[config.mk]
export PLATFORM = sky130hd
export DESIGN_NAME = ureg_shift_sequencer
export DESIGN_NICKNAME = d
export VERILOG_FILES = /design/src/rtl/ureg_pkg.sv /design/src/rtl/ureg_step_counter.sv /design/src/rtl/ureg_shift_sequencer.sv
export SDC_FILE = /design/constraint.sdc
export NUM_CORES = 1
export LEC_CHECK = 0
export ABC_AREA = 1
export CAP_MARGIN = 25
export CORE_ASPECT_RATIO = 0.7
export CORE_MARGIN = 2
export CORE_UTILIZATION = 35
export CTS_BUF_LIST = sky130_fd_sc_hd__clkbuf_4 sky130_fd_sc_hd__clkbuf_8
export CTS_CLUSTER_DIAMETER = 150
export DETAILED_ROUTE_END_ITERATION = 7
export MAX_ROUTING_LAYER = met4
export PLACE_DENSITY_LB_ADDON = 0.15
export SLEW_MARGIN = 30
export SYNTH_ARGS = -nofsm -noshare
export SYNTH_HDL_FRONTEND = slang
export SYNTH_SLANG_ARGS = --single-unit
export TNS_END_PERCENT = 10
[constraint.sdc]
create_clock -name CLOCK -period 2.6 [get_ports CLOCK]
set_input_delay 0.26 -clock CLOCK [delete_from_list [all_inputs] [get_ports CLOCK]]
set_output_delay 0.26 -clock CLOCK [all_outputs]
set_load 0.01 [all_outputs]
[src/rtl/ureg_pkg.sv]
// ============================================================================
// Package : ureg_pkg
// Purpose : Shared encodings for the universal shift register command
//           sequencer: command opcodes, register mode codes, FSM state type.
// Revision: 1.0 - initial release
// ============================================================================
`default_nettype none

package ureg_pkg;

    // Command opcodes; 101-111 all behave as NOP, OP_NOP is the canonical one.
    localparam logic [2:0] OP_LOAD = 3'b000;
    localparam logic [2:0] OP_SHL  = 3'b001;
    localparam logic [2:0] OP_SHR  = 3'b010;
    localparam logic [2:0] OP_ROL  = 3'b011;
    localparam logic [2:0] OP_ROR  = 3'b100;
    localparam logic [2:0] OP_NOP  = 3'b101;

    // Register mode select (REG_CTRL) encodings.
    localparam logic [1:0] MODE_HOLD = 2'b00;
    localparam logic [1:0] MODE_SHUP = 2'b01;
    localparam logic [1:0] MODE_LOAD = 2'b10;
    localparam logic [1:0] MODE_SHDN = 2'b11;

    // Sequencer FSM state.
    typedef logic [1:0] state_t;
    localparam state_t ST_IDLE  = 2'd0;
    localparam state_t ST_LOAD  = 2'd1;
    localparam state_t ST_SHIFT = 2'd2;
    localparam state_t ST_FIN   = 2'd3;

    // True for the four opcodes that step the register.
    function automatic logic op_is_shift(input logic [2:0] op);
        return (op == OP_SHL) || (op == OP_SHR) || (op == OP_ROL) || (op == OP_ROR);
    endfunction

    // Collapse the reserved opcodes onto OP_NOP so downstream decode sees one code.
    function automatic logic [2:0] op_normalize(input logic [2:0] op);
        return (op > OP_ROR) ? OP_NOP : op;
    endfunction

endpackage

`default_nettype wire

[src/rtl/ureg_step_counter.sv]
// ============================================================================
// Module  : ureg_step_counter
// Purpose : CNT_W-bit down-counter holding the remaining shift steps.
// Ports   : CLOCK, RESET      - clock, synchronous active-high reset
//           load, load_value  - load a new step count (has priority)
//           dec               - decrement by one (saturates at zero)
//           count, zero       - current count and count==0 flag
// Revision: 1.0 - initial release
// ============================================================================
`default_nettype none

module ureg_step_counter #(
    parameter int CNT_W = 4
) (
    input  logic             CLOCK,
    input  logic             RESET,
    input  logic             load,
    input  logic [CNT_W-1:0] load_value,
    input  logic             dec,
    output logic [CNT_W-1:0] count,
    output logic             zero
);

    always_ff @(posedge CLOCK) begin
        if (RESET) begin
            count <= '0;
        end else if (load) begin
            count <= load_value;
        end else if (dec && (count != '0)) begin
            count <= count - CNT_W'(1);
        end
    end

    assign zero = (count == '0);

endmodule

`default_nettype wire

[src/rtl/ureg_shift_sequencer.sv]
// ============================================================================
// Module  : ureg_shift_sequencer
// Purpose : Command sequencer driving an 8-bit universal shift register.
//           Accepts LOAD / logical shift / rotate commands over a valid-ready
//           handshake and steps the register one cycle at a time.
// Ports   : CLOCK, RESET           - clock, synchronous active-high reset
//           CMD_VALID/READY        - command handshake (READY only in IDLE)
//           CMD_OP, CMD_CNT,
//           CMD_DATA               - opcode, step count, load value
//           SER_IN                 - fill bit for logical shifts
//           STALL                  - freezes an active shift
//           Q_IN                   - register Q feedback
//           REG_CTRL, REG_SIN,
//           REG_D, REG_EN          - register mode / serial / parallel / enable
//           SER_OUT, SER_VLD       - bit leaving the register and its strobe
//           BUSY, DONE             - activity flag, completion pulse
// Revision: 1.0 - initial release
// ============================================================================
`default_nettype none

module ureg_shift_sequencer
    import ureg_pkg::*;
#(
    parameter int WIDTH = 8,
    parameter int CNT_W = 4
) (
    input  logic             CLOCK,
    input  logic             RESET,
    input  logic             CMD_VALID,
    output logic             CMD_READY,
    input  logic [2:0]       CMD_OP,
    input  logic [CNT_W-1:0] CMD_CNT,
    input  logic [WIDTH-1:0] CMD_DATA,
    input  logic             SER_IN,
    input  logic             STALL,
    input  logic [WIDTH-1:0] Q_IN,
    output logic [1:0]       REG_CTRL,
    output logic             REG_SIN,
    output logic [WIDTH-1:0] REG_D,
    output logic             REG_EN,
    output logic             SER_OUT,
    output logic             SER_VLD,
    output logic             BUSY,
    output logic             DONE
);

    localparam logic [CNT_W-1:0] CNT_ONE = CNT_W'(1);

    state_t           state;
    logic [2:0]       op;
    logic [WIDTH-1:0] data;
    logic [CNT_W-1:0] cnt;
    logic             cnt_zero;
    logic             accept;
    logic             shift_step;

    // Only the end bits of Q feed back; the middle bits are intentionally unused.
    logic unused_q_mid;
    assign unused_q_mid = ^Q_IN[WIDTH-2:1];

    assign accept     = (state == ST_IDLE) && CMD_VALID;
    // The zero guard keeps a stray empty count from ever enabling the register.
    assign shift_step = (state == ST_SHIFT) && !STALL && !cnt_zero;

    ureg_step_counter #(
        .CNT_W (CNT_W)
    ) u_step_counter (
        .CLOCK      (CLOCK),
        .RESET      (RESET),
        .load       (accept),
        .load_value (CMD_CNT),
        .dec        (shift_step),
        .count      (cnt),
        .zero       (cnt_zero)
    );

    // ------------------------------------------------------------------
    // State, opcode and load data
    // ------------------------------------------------------------------
    always_ff @(posedge CLOCK) begin
        if (RESET) begin
            state <= ST_IDLE;
            op    <= OP_NOP;
            data  <= '0;
        end else begin
            case (state)
                ST_IDLE: begin
                    if (CMD_VALID) begin
                        op   <= op_normalize(CMD_OP);
                        data <= CMD_DATA;
                        if (CMD_OP == OP_LOAD) begin
                            state <= ST_LOAD;
                        end else if (op_is_shift(CMD_OP) && (CMD_CNT != '0)) begin
                            state <= ST_SHIFT;
                        end else begin
                            state <= ST_FIN;
                        end
                    end
                end
                ST_LOAD: begin
                    state <= ST_FIN;
                end
                ST_SHIFT: begin
                    // Leave once the step that empties the counter has been issued.
                    if (cnt_zero) begin
                        state <= ST_FIN;
                    end else if (shift_step && (cnt == CNT_ONE)) begin
                        state <= ST_FIN;
                    end
                end
                ST_FIN: begin
                    state <= ST_IDLE;
                end
                default: begin
                    state <= ST_IDLE;
                end
            endcase
        end
    end

    // ------------------------------------------------------------------
    // Register drive decode from registered state / op
    // ------------------------------------------------------------------
    always_comb begin
        REG_CTRL = MODE_HOLD;
        REG_EN   = 1'b0;
        REG_D    = '0;
        REG_SIN  = 1'b0;
        SER_OUT  = 1'b0;
        SER_VLD  = 1'b0;
        case (state)
            ST_LOAD: begin
                REG_CTRL = MODE_LOAD;
                REG_EN   = 1'b1;
                REG_D    = data;
            end
            ST_SHIFT: begin
                if (shift_step) begin
                    REG_EN  = 1'b1;
                    SER_VLD = 1'b1;
                    case (op)
                        OP_SHL: begin
                            REG_CTRL = MODE_SHUP;
                            REG_SIN  = SER_IN;
                            SER_OUT  = Q_IN[WIDTH-1];
                        end
                        OP_SHR: begin
                            REG_CTRL = MODE_SHDN;
                            REG_SIN  = SER_IN;
                            SER_OUT  = Q_IN[0];
                        end
                        OP_ROL: begin
                            REG_CTRL = MODE_SHUP;
                            REG_SIN  = Q_IN[WIDTH-1];
                            SER_OUT  = Q_IN[WIDTH-1];
                        end
                        OP_ROR: begin
                            REG_CTRL = MODE_SHDN;
                            REG_SIN  = Q_IN[0];
                            SER_OUT  = Q_IN[0];
                        end
                        default: begin
                            REG_EN  = 1'b0;
                            SER_VLD = 1'b0;
                        end
                    endcase
                end
            end
            default: begin
            end
        endcase
    end

    assign CMD_READY = (state == ST_IDLE);
    assign BUSY      = (state != ST_IDLE);
    assign DONE      = (state == ST_FIN);

endmodule

`default_nettype wire

==> reports/metrics.yaml, run 1 <==
final_layout:
  regArea_sq_um: 340
  multiInputGateArea_sq_um: 634
  fillerInstances: 305
  antenna_cells: 0
  drive_gt1_share_pct: 7.80
  area_growth_pct: 39.8
  fin_nets: 241
synth:
  seq_area_frac_synth_pct: 30.8
  synth_edf_count: 0
  ys.flop_type: "dfxtp_1"
  synthesis.area_sq_um: 1110
  yosysWarningCount: 0
  ys_seq_elements: 17
  synthCells: 167
  ys_types: 28
  syn_nets: 202
  synth.avg_cell_area_sq_um: 6.62
  async_flop_share_pct: 0
drt:
  highest_layer: "met4"
  wl_met2_mm: 1.16
  dr_total_vias: 1146
  drc_errors: 0
  drt-pass1-iter-count: 4
  first_iter_violations: 42
  post_drt_via_cell_ratio: 4.72
  ant_nets: 0
  met3_length_microns: 137
  routed_wl_mm: 2.70
  wirelength_met1_mm: 1.37
  routedWlPerCell_microns: 11.1
floorplanning:
  io-pin-count: 45
  die_h_microns: 51.0
  fp.dieW_microns: 71.2
  core_area_sq_um: 3080
  start_util_pct: 35.9
  dieArea_sq_um: 3630
  rows: 17
placement:
  dp_slack_ns: 0.492
  gp_congestion: 0.821
  dp_hpwl_mm: 2.12
  io_buffers: 38
run:
  drv_cap: 0
global_route:
  grt_pass1_wl_mm: 4.62
  grt_max_degree: 20
  gr-usage-all-layers_pct: 16.6
  grt_pass1_vias: 1071
  overflow: 0
  antenna_found_initial: 0
setup_path:
  ff2ff_setup_slack_ns: 1.02
  cp.arrival_ns: 2.10
  cp_data_required_time_ns: 2.34
  reg2reg_depth: 7
  crit_type: "flip-flop to output port"
  setup.worst_path.start_class: "flip-flop"
  end_kind: "output port"
  crit_path_max_fanout: 5
  worstReg2RegEnd: "u_step_counter.count[1]"
  rr_startpoint: "state[0]"
power:
  power.density_nw_per_um2: 930
  sw_frac_of_total_pct: 44.0
  p_int_mw: 0.804
  p_total_mw: 1.44
  p_leak_nw: 0.731
  clockPowerShare_pct: 13.7
  irDropWorstVdd_v: 0.000401
  combPwrFrac_pct: 57.6
  power.share.sequential_pct: 28.8
  p_switching_mw: 0.633
worst_hold_path:
  holdCritPathClass: "flip-flop to flip-flop"
  whs_endpoint: "u_step_counter.count[1]"
  hold_start: "u_step_counter.count[1]"
  holdPathStages: 2
timing:
  slew_viol_final: 0
  fin_crit_sh_pct: 90.9
  hold_viol_final: 0
  tns_ns: 0
  layout_setup_ws_ns: 0.238
  worst_slew_pin_slew_ns: 0.406
  slew-limit-headroom_pct: 73.0
  skew_ns: 0.00107
  rsz0062_at_grt: "no"
  period_needed_ns: 2.36
  setup_violations: 0
  fmaxAchievable_mhz: 423
cts:
  cts-buffers-inserted: 3
  clk_latency_ns: 0.25
  cts-hold-fix-buffers: 0
  h-tree-depth: 1
  cts_root_buf: "clkbuf_8"
  cts_sinks: 17
  cts_buffer_depth: 2
  cts_tree: "done"
  clk_pin_slew_ns: 0.07
  cts_setup_buffers: 0
  cts_resized: 0
outcome:
  status: "completed"
==> synthesized netlist by cell type (2+ instances only) <==
library cell	n	area [sq um]
dfxtp_1	17	340
o21ai_1	3	15.0
nand3_2	2	20.0
ha_1	7	87.6
inv_1	25	93.8
a21oi_1	9	45.0
o211ai_1	2	15.0
nand2_2	3	18.8
o21ai_0	10	50.1
nand4_1	2	12.5
nand3_1	9	45.0
nor2_1	29	109
nand2_1	34	128
==> cell usage in the layout (no fill, tap or decap), types with 2 or more instances in the layout <==
| master | netlist | final |
|---|---|---|
| o211ai_1 | 2 | 2 |
| clkdlybuf4s50_1 | 0 | 38 |
| dfxtp_1 | 17 | 17 |
| nand4_1 | 2 | 2 |
| o21ai_1 | 3 | 3 |
| nand2_2 | 3 | 3 |
| a21oi_1 | 9 | 9 |
| nand3_2 | 2 | 2 |
| inv_1 | 25 | 25 |
| clkbuf_8 | 1 | 3 |
| nor2_1 | 29 | 29 |
| nand3_1 | 9 | 9 |
| ha_1 | 7 | 7 |
| o21ai_0 | 10 | 10 |
| nand2_1 | 34 | 34 |
==> registers in the layout (all words and copies together) (netlist names) <==
register,cells
u_step_counter.count,4
state,2
op,3
data,8
==> how the worst max path moves through the flow <==
stage,startpoint,end,slack [ns],depth (start not counted)
final,state[0],REG_EN,0.24,7
after global routing,u_step_counter.count[0],REG_EN,0.11,6
after CTS,state[0],REG_EN,0.24,7
after detailed placement,STALL,REG_EN,0.49,7
after global placement,STALL,REG_EN,0.50,7
after floorplan,state[0],REG_EN,1.13,6
==> cell type report <==
type	count	area share, %
clock buffers	3	2.67
clock inverters	1	0.324
inverters	26	6.31
multi-input cells	120	41.0
flip-flops and latches	17	22.0
well taps	38	3.07
repair buffers	38	24.6
==> power by group through the flow <==
stage / Sequential [mW] / Clock [mW] / Combinational [mW]
floorplan: 0.401 / 0 / 0.588
global placement: 0.413 / 0 / 0.803
detailed placement: 0.418 / 0 / 0.828
CTS: 0.412 / 0.205 / 0.832
global route: 0.425 / 0.216 / 0.929
finish: 0.414 / 0.196 / 0.828
==> critical path, cell delays in order (launching register included) <==
cell	delay, ns
dfxtp_1	0.33
inv_1	0.14
ha_1	0.25
nand2_1	0.11
a21oi_4	0.22
o21ai_2	0.11
a21oi_1	0.13
clkdlybuf4s50_1	0.55
==> metal layers <==
metal	global-route usage (%)	vias up
li1	-	597
met1	21.1	507
met2	25.2	38
met3	4.54	4
met4	6.92	0
met5	-	-
==> logic make-up after synthesis <==
kind of cell             count (synthesis)  synth area share (%)
AND/OR/NAND/NOR                         84                  33.8
flip-flops                              17                  30.8
adder cells (fa/ha/maj)                  7                  7.92
AO/OA/AOI/OAI                           28                  14.8
XOR/XNOR                                 1                 0.792
buffers and inverters                   30                  11.9
==> metrics by stage <==
stage               utilization (%)  std cells  area, sq um  hold slack [ns]
global placement               48.6        239         1500            0.465
CTS                            50.1        243         1550            0.492
global route                   50.1        243         1550            0.515
detailed placement             48.6        239         1500            0.477
floorplan                         -        167         1110            0.329
finish                         50.1        243         1550            0.489
Note: power is estimated with default switching activity, not from simulation.
==> run 2: changes to the inputs <==
- CELL_PAD_IN_SITES_DETAIL_PLACEMENT: default -> 2
- CELL_PAD_IN_SITES_GLOBAL_PLACEMENT: default -> 2
- CORE_UTILIZATION: 35 -> 24
==> reports/metrics.yaml, run 2 (synthesis results as in run 1) <==
drt:
  dr_total_vias: 1176
  drc_errors: 0
  first_iter_violations: 39
  ant_nets: 0
  routedWlPerCell_microns: 15.0
  drt-pass1-iter-count: 4
  post_drt_via_cell_ratio: 4.52
  routed_wl_mm: 3.89
floorplanning:
  die_h_microns: 60.8
  fp.dieW_microns: 85.1
  io-pin-count: 45
  dieArea_sq_um: 5180
  start_util_pct: 25.3
  rows: 20
  core_area_sq_um: 4380
final_layout:
  regMostFlops: "data"
  final_cell_mix: "clkdlybuf4s50_1 (38), nand2_1 (34), nor2_1 (29)"
  final_area_sq_um: 1570
  reg_top3: "data (8), u_step_counter.count (4), op (3)"
  antenna_cells: 0
  area_growth_pct: 41.7
  largest_register_ffs: 8
  final_common_cell: "clkdlybuf4s50_1"
  drive_gt1_share_pct: 7.80
  fin_nets: 241
timing:
  fin_crit_sh_pct: 93.2
  slew_viol_final: 0
  rsz0062_at_grt: "no"
  slew-limit-headroom_pct: 67.5
  setup_violations: 0
  period_needed_ns: 2.42
  fmaxAchievable_mhz: 413
  worst_slew_pin_slew_ns: 0.487
  hold_viol_final: 0
  tns_ns: 0
  skew_ns: 0.00391
cts:
  cts_root_buf: "clkbuf_8"
  cts_tree: "done"
  clk_pin_slew_ns: 0.07
  cts-buffers-inserted: 3
  clk_latency_ns: 0.26
  h-tree-depth: 1
  cts_sinks: 17
  cts_resized: 0
  cts_buffer_depth: 2
  cts-hold-fix-buffers: 0
  cts_setup_buffers: 0
setup_path:
  cp_data_required_time_ns: 2.34
  rr_startpoint: "state[0]"
  cp.arrival_ns: 2.16
  reg2reg_depth: 8
  crit_type: "flip-flop to output port"
  end_kind: "output port"
  ff2ff_setup_slack_ns: 0.90
  setup.worst_path.start_class: "flip-flop"
  worstReg2RegEnd: "u_step_counter.count[2]"
  crit_path_max_fanout: 5
placement:
  io_buffers: 38
  placed_area_sq_um: 1520
  gp_congestion: 0.819
  dp_hpwl_mm: 3.03
run:
  drv_cap: 0
power:
  p_leak_nw: 0.731
  power.density_nw_per_um2: 953
  irDropWorstVdd_v: 0.000407
worst_hold_path:
  holdPathStages: 2
  whs_endpoint: "data[6]"
  hold_start: "data[6]"
  holdCritPathClass: "flip-flop to flip-flop"
global_route:
  grt_pass1_vias: 1268
  gr-usage-all-layers_pct: 16.4
  antenna_found_initial: 0
  grt_max_degree: 20
  overflow: 0
  grt_pass1_wl_mm: 6.30
outcome:
  status: "completed"
==> run 2: cell counts in the layout (fill, tap and decap cells not counted) <==
Identical to the previous run, type by type.
==> run 2: how the worst max path moves through the flow <==
stage | from | end | slack, ns | depth (start not counted)
finish | state[0] | REG_EN | 0.18 | 7
global route | u_step_counter.count[0] | REG_EN | 0.005 | 6
CTS | u_step_counter.count[0] | REG_EN | 0.14 | 6
detailed placement | STALL | REG_EN | 0.38 | 7
global placement | STALL | REG_EN | 0.48 | 7
floorplan | state[0] | REG_EN | 1.13 | 6
==> run 2: metal layers <==
layer / share of wire (%) / global-route usage (%) / vias up / wire, microns
li1: - / - / 600 / -
met1: 49 / 20.5 / 548 / 1920
met2: 46 / 27.7 / 24 / 1780
met3: 3.9 / 3.40 / 4 / 153
met4: 0.92 / 4.08 / 0 / 36
met5: 0 / - / - / 0
==> run 2: worst max-delay path: stages (launching register included) <==
cell	delay [ns]
dfxtp_1	0.34
inv_1	0.16
ha_1	0.25
nand2_1	0.12
a21oi_4	0.22
o21ai_2	0.11
a21oi_1	0.15
clkdlybuf4s50_1	0.56
==> run 2: power by group <==
group / total (mW) / switching, mW / internal, mW / leakage [nW]
registers: 0.420 / 0.0756 / 0.344 / 0.141
logic: 0.869 / 0.515 / 0.354 / 0.565
clock network: 0.205 / 0.0986 / 0.107 / 0.0255
==> run 2: cell type report <==
type	count	area [sq um]
Clock inverter	1	5.00
Sequential cell	17	340
Multi-Input combinational cell	120	634
Fill cell	531	2810
Clock buffer	3	41.3
Tap cell	55	68.8
Timing Repair Buffer	38	380
Inverter	26	97.6
==> run 2: metrics by stage <==
stage	utilization, %	hold WS (ns)	power [mW]	worst slack (ns)	std cells
5_1_grt	35.8	0.519	1.64	0.00483	260
4_1_cts	35.8	0.498	1.53	0.136	260
6_report	35.8	0.492	1.49	0.178	260
2_1_floorplan	-	0.329	0.989	1.13	167
3_5_place_dp	34.7	0.479	1.31	0.383	256
3_3_place_gp	34.7	0.462	1.25	0.484	256
==> run 3: changes to the inputs <==
- CAP_MARGIN: 25 -> default
- CELL_PAD_IN_SITES_DETAIL_PLACEMENT: 2 -> default
- CELL_PAD_IN_SITES_GLOBAL_PLACEMENT: 2 -> default
- CORE_UTILIZATION: 24 -> 35
==> results of run 3 <==
The final DEF is identical to that of run 1; final timing and power are the same.
